===== src/rtl/seq_chunk_adder.sv =====
// rtl/seq_chunk_adder.sv - multi-cycle WIDTH-bit adder reusing one CHUNK-bit ripple slice
module seq_chunk_adder #(
  parameter int WIDTH = 64,
  parameter int CHUNK = 8
) (
  input  logic             clk,
  input  logic             rst,
  input  logic             in_valid,
  output logic             in_ready,
  input  logic [WIDTH-1:0] a,
  input  logic [WIDTH-1:0] b,
  input  logic             cin,
  output logic             out_valid,
  input  logic             out_ready,
  output logic [WIDTH-1:0] sum,
  output logic             cout,
  output logic             busy
);

  localparam int SAFE_CHUNK = (CHUNK < 1) ? 1 : CHUNK;
  localparam int NCHUNK     = WIDTH / SAFE_CHUNK;
  localparam int IDXW       = (NCHUNK > 1) ? $clog2(NCHUNK) : 1;
  localparam logic [IDXW-1:0] LAST_IDX = IDXW'(NCHUNK - 1);

  generate
    if (CHUNK < 1 || (WIDTH % SAFE_CHUNK) != 0) begin : g_bad_params
      $error("seq_chunk_adder: WIDTH must be a positive multiple of CHUNK");
    end
  endgenerate

  typedef enum logic [1:0] {IDLE, RUN, DONE} state_t;

  state_t           state;
  logic [WIDTH-1:0] opa;
  logic [WIDTH-1:0] opb;
  logic             carry;
  logic [IDXW-1:0]  idx;

  logic [31:0]      base;
  logic [CHUNK-1:0] a_chunk;
  logic [CHUNK-1:0] b_chunk;
  logic [CHUNK:0]   add_res;
  logic [WIDTH-1:0] chunk_mask;
  logic [WIDTH-1:0] sum_next;

  assign in_ready = (state == IDLE) && !rst;
  assign busy     = (state != IDLE);

  // The active slice is located by shifting, so only one CHUNK-bit adder exists.
  always_comb begin
    base       = 32'(idx) * 32'(CHUNK);
    a_chunk    = CHUNK'(opa >> base);
    b_chunk    = CHUNK'(opb >> base);
    add_res    = {1'b0, a_chunk} + {1'b0, b_chunk} + {{CHUNK{1'b0}}, carry};
    chunk_mask = WIDTH'({CHUNK{1'b1}}) << base;
    sum_next   = (sum & ~chunk_mask) | ((WIDTH'(add_res[CHUNK-1:0])) << base);
  end

  always_ff @(posedge clk) begin
    if (rst) begin
      state     <= IDLE;
      idx       <= '0;
      carry     <= 1'b0;
      opa       <= '0;
      opb       <= '0;
      sum       <= '0;
      cout      <= 1'b0;
      out_valid <= 1'b0;
    end else begin
      case (state)
        IDLE: begin
          if (in_valid) begin
            opa   <= a;
            opb   <= b;
            carry <= cin;
            idx   <= '0;
            state <= RUN;
          end
        end
        RUN: begin
          sum   <= sum_next;
          carry <= add_res[CHUNK];
          if (idx == LAST_IDX) begin
            cout      <= add_res[CHUNK];
            out_valid <= 1'b1;
            state     <= DONE;
          end else begin
            idx <= idx + 1'b1;
          end
        end
        DONE: begin
          if (out_ready) begin
            out_valid <= 1'b0;
            state     <= IDLE;
          end
        end
        default: state <= IDLE;
      endcase
    end
  end

endmodule


===== config.mk =====
export PLATFORM = sky130hd
export DESIGN_NAME = seq_chunk_adder
export DESIGN_NICKNAME = d
export VERILOG_FILES = /design/src/rtl/seq_chunk_adder.sv
export SDC_FILE = /design/constraint.sdc
export NUM_CORES = 1
export LEC_CHECK = 0
export ABC_AREA = 1
export ABC_CLOCK_PERIOD_IN_PS = 2700
export BUFFER_PORTS_ARGS = -buffer_cell sky130_fd_sc_hd__buf_4
export CAP_MARGIN = 40
export CORE_MARGIN = 3
export CORE_UTILIZATION = 49
export DETAILED_ROUTE_END_ITERATION = 16
export MAX_ROUTING_LAYER = met4
export PLACE_DENSITY = 0.84
export SLEW_MARGIN = 20
export SYNTH_ARGS = -nofsm -noshare
export SYNTH_HDL_FRONTEND = slang
export SYNTH_SLANG_ARGS = --single-unit

===== constraint.sdc =====
create_clock -name clk -period 2.7 [get_ports clk]
set_clock_uncertainty 0.15 [all_clocks]
set_input_delay 0.135 -clock clk [delete_from_list [all_inputs] [get_ports clk]]
set_output_delay 0.135 -clock clk [all_outputs]
set_load 0.02 [all_outputs]

* Word-level counts from Yosys, hierarchy flattened
Cells that the tools add are included.
** Cells by class
- Add/sub/neg operators :: 3
- Eq/ne operators :: 7
- Shifts and indexed selects :: 4
- Mux-type cells :: 12
- Bitwise operators :: 3
- Reduce and logical (&&, ||, !) cells :: 12
** Operators by type and width (number)
- $shr A64 B6 Y8 :: 2
- $and A64 B64 Y64 :: 1
- $not A64 Y64 :: 1
- $or A64 B64 Y64 :: 1
- $shl A8 B6 Y64 :: 1
- $shl A8 B6 Y64 const A :: 1
- $add A8 B8 Y9 :: 1
- $add A9 B1 Y9 :: 1
- $reduce_and A3 Y1 :: 3
- $ne A2 B2 Y1 const B :: 4
- $mux W2 :: 3
- $mux W3 :: 2
- $pmux W2 S3 :: 1
- $pmux W3 S2 :: 1
- $reduce_and A2 Y1 :: 3
- $reduce_bool A2 Y1 :: 3
- $pmux W1 S2 :: 2
- $add A3 B1 Y3 const B :: 1
- $eq A3 B3 Y1 const B :: 1
- $mux W1 :: 3
- $eq A2 B1 Y1 const B :: 1
- $eq A2 B2 Y1 const B :: 1
- $logic_not A2 Y1 :: 1
- $logic_and A1 B1 Y1 :: 1
- $logic_not A1 Y1 :: 1
** Word-level totals
- Register bits :: 200
- Output and inout port bits :: 68
- Logic and storage cells :: 49

* Depth between registers and ports, before layout
- Depth in word-level cells :: 5
- Depth in mapped cells :: 19
- Mapped depth without buffers :: 17

* Least setup slack after synthesis
Ideal clock, no wire load.
- Kind :: register -> register
- From :: register idx[0]
- To :: register sum[60]
- Library setup time :: 0.070 ns
- Arrival time :: 2.718 ns
- Required time :: 2.480 ns
- Path slack :: -0.238 ns
- Cell stages (with the launch flop) :: 18
- Path buffers :: 3
- Clock period less this slack :: 2.938 ns
- Path through :: dfxtp_1 -> buf_2 -> buf_2 -> buf_2 -> nor2_1 -> o22ai_1 -> nor2_1 -> a31oi_1 -> fa_1 -> inv_1 -> fa_1 -> inv_1 -> nand2_1 -> nand2_1 -> and2_4 -> xor2_4 -> nand4_1 -> a21oi_1
** Between the ends
- Longest elaborated chain between the ends :: 5
- Elaborated cells between the ends (all ways) :: 9
- Those cells by class :: add/sub (2); shift (4); bitwise (3)
** RTL lines
- from (decl) :: line 37 : logic [IDXW-1:0] idx;
- from (signal assigned) :: line 88 : idx <= idx + 1'b1;
- $shr A64 B6 Y8, on equally long branches :: line 52, 53
- $add A8 B8 Y9 :: line 54 : add_res = {1'b0, a_chunk} + {1'b0, b_chunk} + {{CHUNK{1'b0}}, carry};
- $add A9 B1 Y9 :: line 54
- $shl A8 B6 Y64 :: line 56 : sum_next = (sum & ~chunk_mask) | ((WIDTH'(add_res[CHUNK-1:0])) << base);
- $or A64 B64 Y64 * :: line 56
- to (signal assigned) :: line 81 : sum <= sum_next;
- to (decl) :: line 15 : output logic [WIDTH-1:0] sum,
Mark *: on every way between the ends. The rest lies on a longest branch, timed or not.
A chain may end at the register's enable or synchronous reset.

* Final worst setup path
- From :: register idx[0]
- To :: register sum[36]
The elaborated chain is that of the path after synthesis.

==> results.yml <==
status:
  status: "complete, but fails checks"
  violations: "negative setup slack"
layout:
  multi_input_area_um2: 4561
  drive_gt1_share_pct: 24.09
  nets: 1679
  mostFrequentLayoutCell: "nor2_1"
  num-fill-cells: 1131
  utilization_pct: 74.02
  final_area_um2: 12890
  register_area_um2: 4011
  layout_common_cells: "nor2_1, buf_4, dfxtp_1"
  area_growth_pct: 47.35
critical_path:
  critPathKind: "flop to flop"
  cp-end-kind: "flop"
  rr_worst_depth: 16
  crit_family: "simple AND/OR/NAND/NOR gates"
  r2r_start: "idx[0]"
  crit_required_ps: 2910
  reg2reg_slack_ps: -440
  crit_arrival_ps: 3350
  path_buf_inv: 4
  cp_cell_sequence: "buf_12 > buf_12 > nor2_1 > nor2_1 > o21ai_1 > a31oi_2 > fa_2 > inv_2 > fa_2 > inv_2 > nand2_2 > nand2_2 > and2_4 > xor2_4 > nand4_1 > a21oi_1"
  slowest_stage: "dfxtp_4"
  critPathMaxFanout: 8
  worstSetupEndpoint: "sum[36]"
  critPathLaunch: "idx[0]"
  critPathMaxStageDelay_ps: 430
  timing.rr.end: "sum[36]"
  start_kind: "flop"
  cp.depth: 16
power:
  power_leakage_nw: 5.439
  seq_power_share_pct: 40.1
  power.density_nw_per_um2: 636.4
  clkPwrFrac_pct: 30.6
  switchingPower_mw: 2.747
  p_int_mw: 5.457
  p_comb_share_pct: 29.4
  swShare_pct: 33.48
  power.total_mw: 8.204
  vdd_drop_max_v: 0.0005719
clock_tree:
  cts_made_buffers: 17
  clkLatencyLatePin_ps: 450
  cts_sinks: 200
  clk_pin_slew_worst_paths_ps: 80
  clock_path_buffers: 2
  htree_num_levels: 4
  cts_root_buf: "clkbuf_16"
  cts_tree: "built"
yosys:
  ys_seq_area_share_pct: 45.77
  netlist_area_um2: 8748
  yosys_warnings: 0
  synth-edff-count: 0
  synthArstFlopShare_pct: 0
  netlist_instances: 1218
  syn-num-nets: 1366
  synth-seq-cells: 200
  synthFlopType: "dfxtp_1"
  synth_cell_types: 35
  postSynthAreaPerCell_um2: 7.183
sta:
  fin_setup_tns_ps: -10420
  hold_viol: 0
  slew_viol_final: 0
  slew_headroom_pct: 48.93
  worst-slew-pin-transition_ps: 766.1
  period_share_pct: 116.4
  rsz0062_at_grt: "yes"
  setup_slack_ps: -442.8
  max_freq_ghz: 0.3182
  setup_viol: 56
  fin_crit_ps: 3143
route:
  first_pass_iters: 6
  drc: 0
  drt_iter0_markers: 1057
  viasPerCell: 5.736
  finalWirelength_mm: 32.65
  via_count: 10160
  drtAntennaViolNets: 0
  wl_per_cell_um: 18.43
floorplan:
  coreArea_um2: 17420
  dieArea_um2: 19490
  rows: 48
  die_w_um: 139.6
  die_y_um: 139.6
  io_pins: 201
  initial_core_util_pct: 50.23
grt:
  grt_first_pass_wirelength_mm: 48.72
  overflow: 0
  antenna_found_initial: 2
  first_global_vias: 9657
  grtUsageTotal_pct: 31.86
  grt_max_degree: 88
placement:
  dp_hpwl_mm: 18.14
  io_buffers: 200
  place.gp.congestion: 0.8697
  placed_area_um2: 10530
  pre_cts_slack_ps: -174.1
flow_run:
  cap_violations: 0
worst_hold_path:
  hold_path.class: "primary input to flop"
[synthesized netlist by cell type (all sizes together), types with 2 or more instances]
library cell	count	share of area, %
o21ai	197	11
nand4	33	2.4
ha	13	1.9
nor2	387	17
a21oi	71	4.1
inv	26	1.1
fa	2	0.46
nand3	10	0.74
dfxtp	200	46
nand2	137	6.1
or2	2	0.14
nand3b	3	0.26
clkbuf	47	2.1
nor3	8	0.46
o22ai	18	1.3
buf	44	3.0
a31oi	14	1.0
xnor2	2	0.29
[final cells by class]
cell class                      instances  share of cell area [%]
Antenna cell                            2                 0.03882
Clock buffer                           18                   3.329
Clock inverter                         14                   1.087
Inverter                               26                  0.8541
Multi-Input combinational cell        901                   35.38
Sequential cell                       200                   31.12
Tap cell                              225                   2.184
Timing Repair Buffer                  385                   26.01
[repair_timing]
action	in CTS	in global routing
hold buffers	130	0
hold endpoints to repair	131	0
endpoints found under the setup margin	50	58
buffers inserted	4	10
pin swaps	19	55
resized for setup	34	75
[tightest hold or removal path: cells and delay by family]
kind	cells	cell delay (ps)
buf+inv	2	300
simple gates	1	50
compound gates	1	160
[power by group through the flow]
stage	sequential [mW]	clock (mW)	combinational, mW
detailed placement	3.33	0	1.74
floorplan	3.33	0	1.12
CTS	3.27	2.50	2.00
finish	3.29	2.51	2.41
global route	3.30	2.62	2.57
global placement	3.33	0	1.70
[kinds of logic (layout without fill, tap and decap cells)]
logic type	Yosys count	in the layout	share of synthesized area [%]
buffers and inverters	117	443	6.207
adders and majority gates	15	15	2.317
xor gates and xnor gates	3	3	0.6008
AOI/OAI and AO/OA	302	302	17.79
DFF	200	200	45.77
other	0	2	0
and+or+nand+nor	581	581	27.32
[how the worst min path moves through the flow]
stage          start      end  slack [ps]  cells past startpoint
6_report         rst  opb[53]         100                      4
5_1_grt          rst  opb[53]         140                      4
4_1_cts          rst  opb[53]          60                      4
3_5_place_dp   b[58]  opb[58]         240                      3
3_3_place_gp   a[21]  opa[21]         240                      3
2_1_floorplan   a[0]   opa[0]         150                      2
[flip-flops by register name, indices dropped and copies added, names as in the netlist]
| name | cells |
|---|---|
| opa | 64 |
| opb | 64 |
| sum | 64 |
| idx | 3 |
| state | 2 |
| carry | 1 |
| cout | 1 |
| out_valid | 1 |
[per-layer routing]
metal,vias to the layer above,routed length [µm],track usage (%)
met3,174,2952,6.357
met4,0,2106,16.06
met2,693,15750,52.29
li1,4665,-,-
met1,4626,11840,37.26
met5,-,0,-
[per-stage QoR]
step | cells | hold slack [ps]
finish | 1771 | 99.96
CTS | 1760 | 57.67
floorplan | 1218 | 151.7
global route | 1771 | 139.0
detailed placement | 1595 | 242.1
global placement | 1595 | 236.3
No activity file was read; power rests on OpenSTA's default activity.
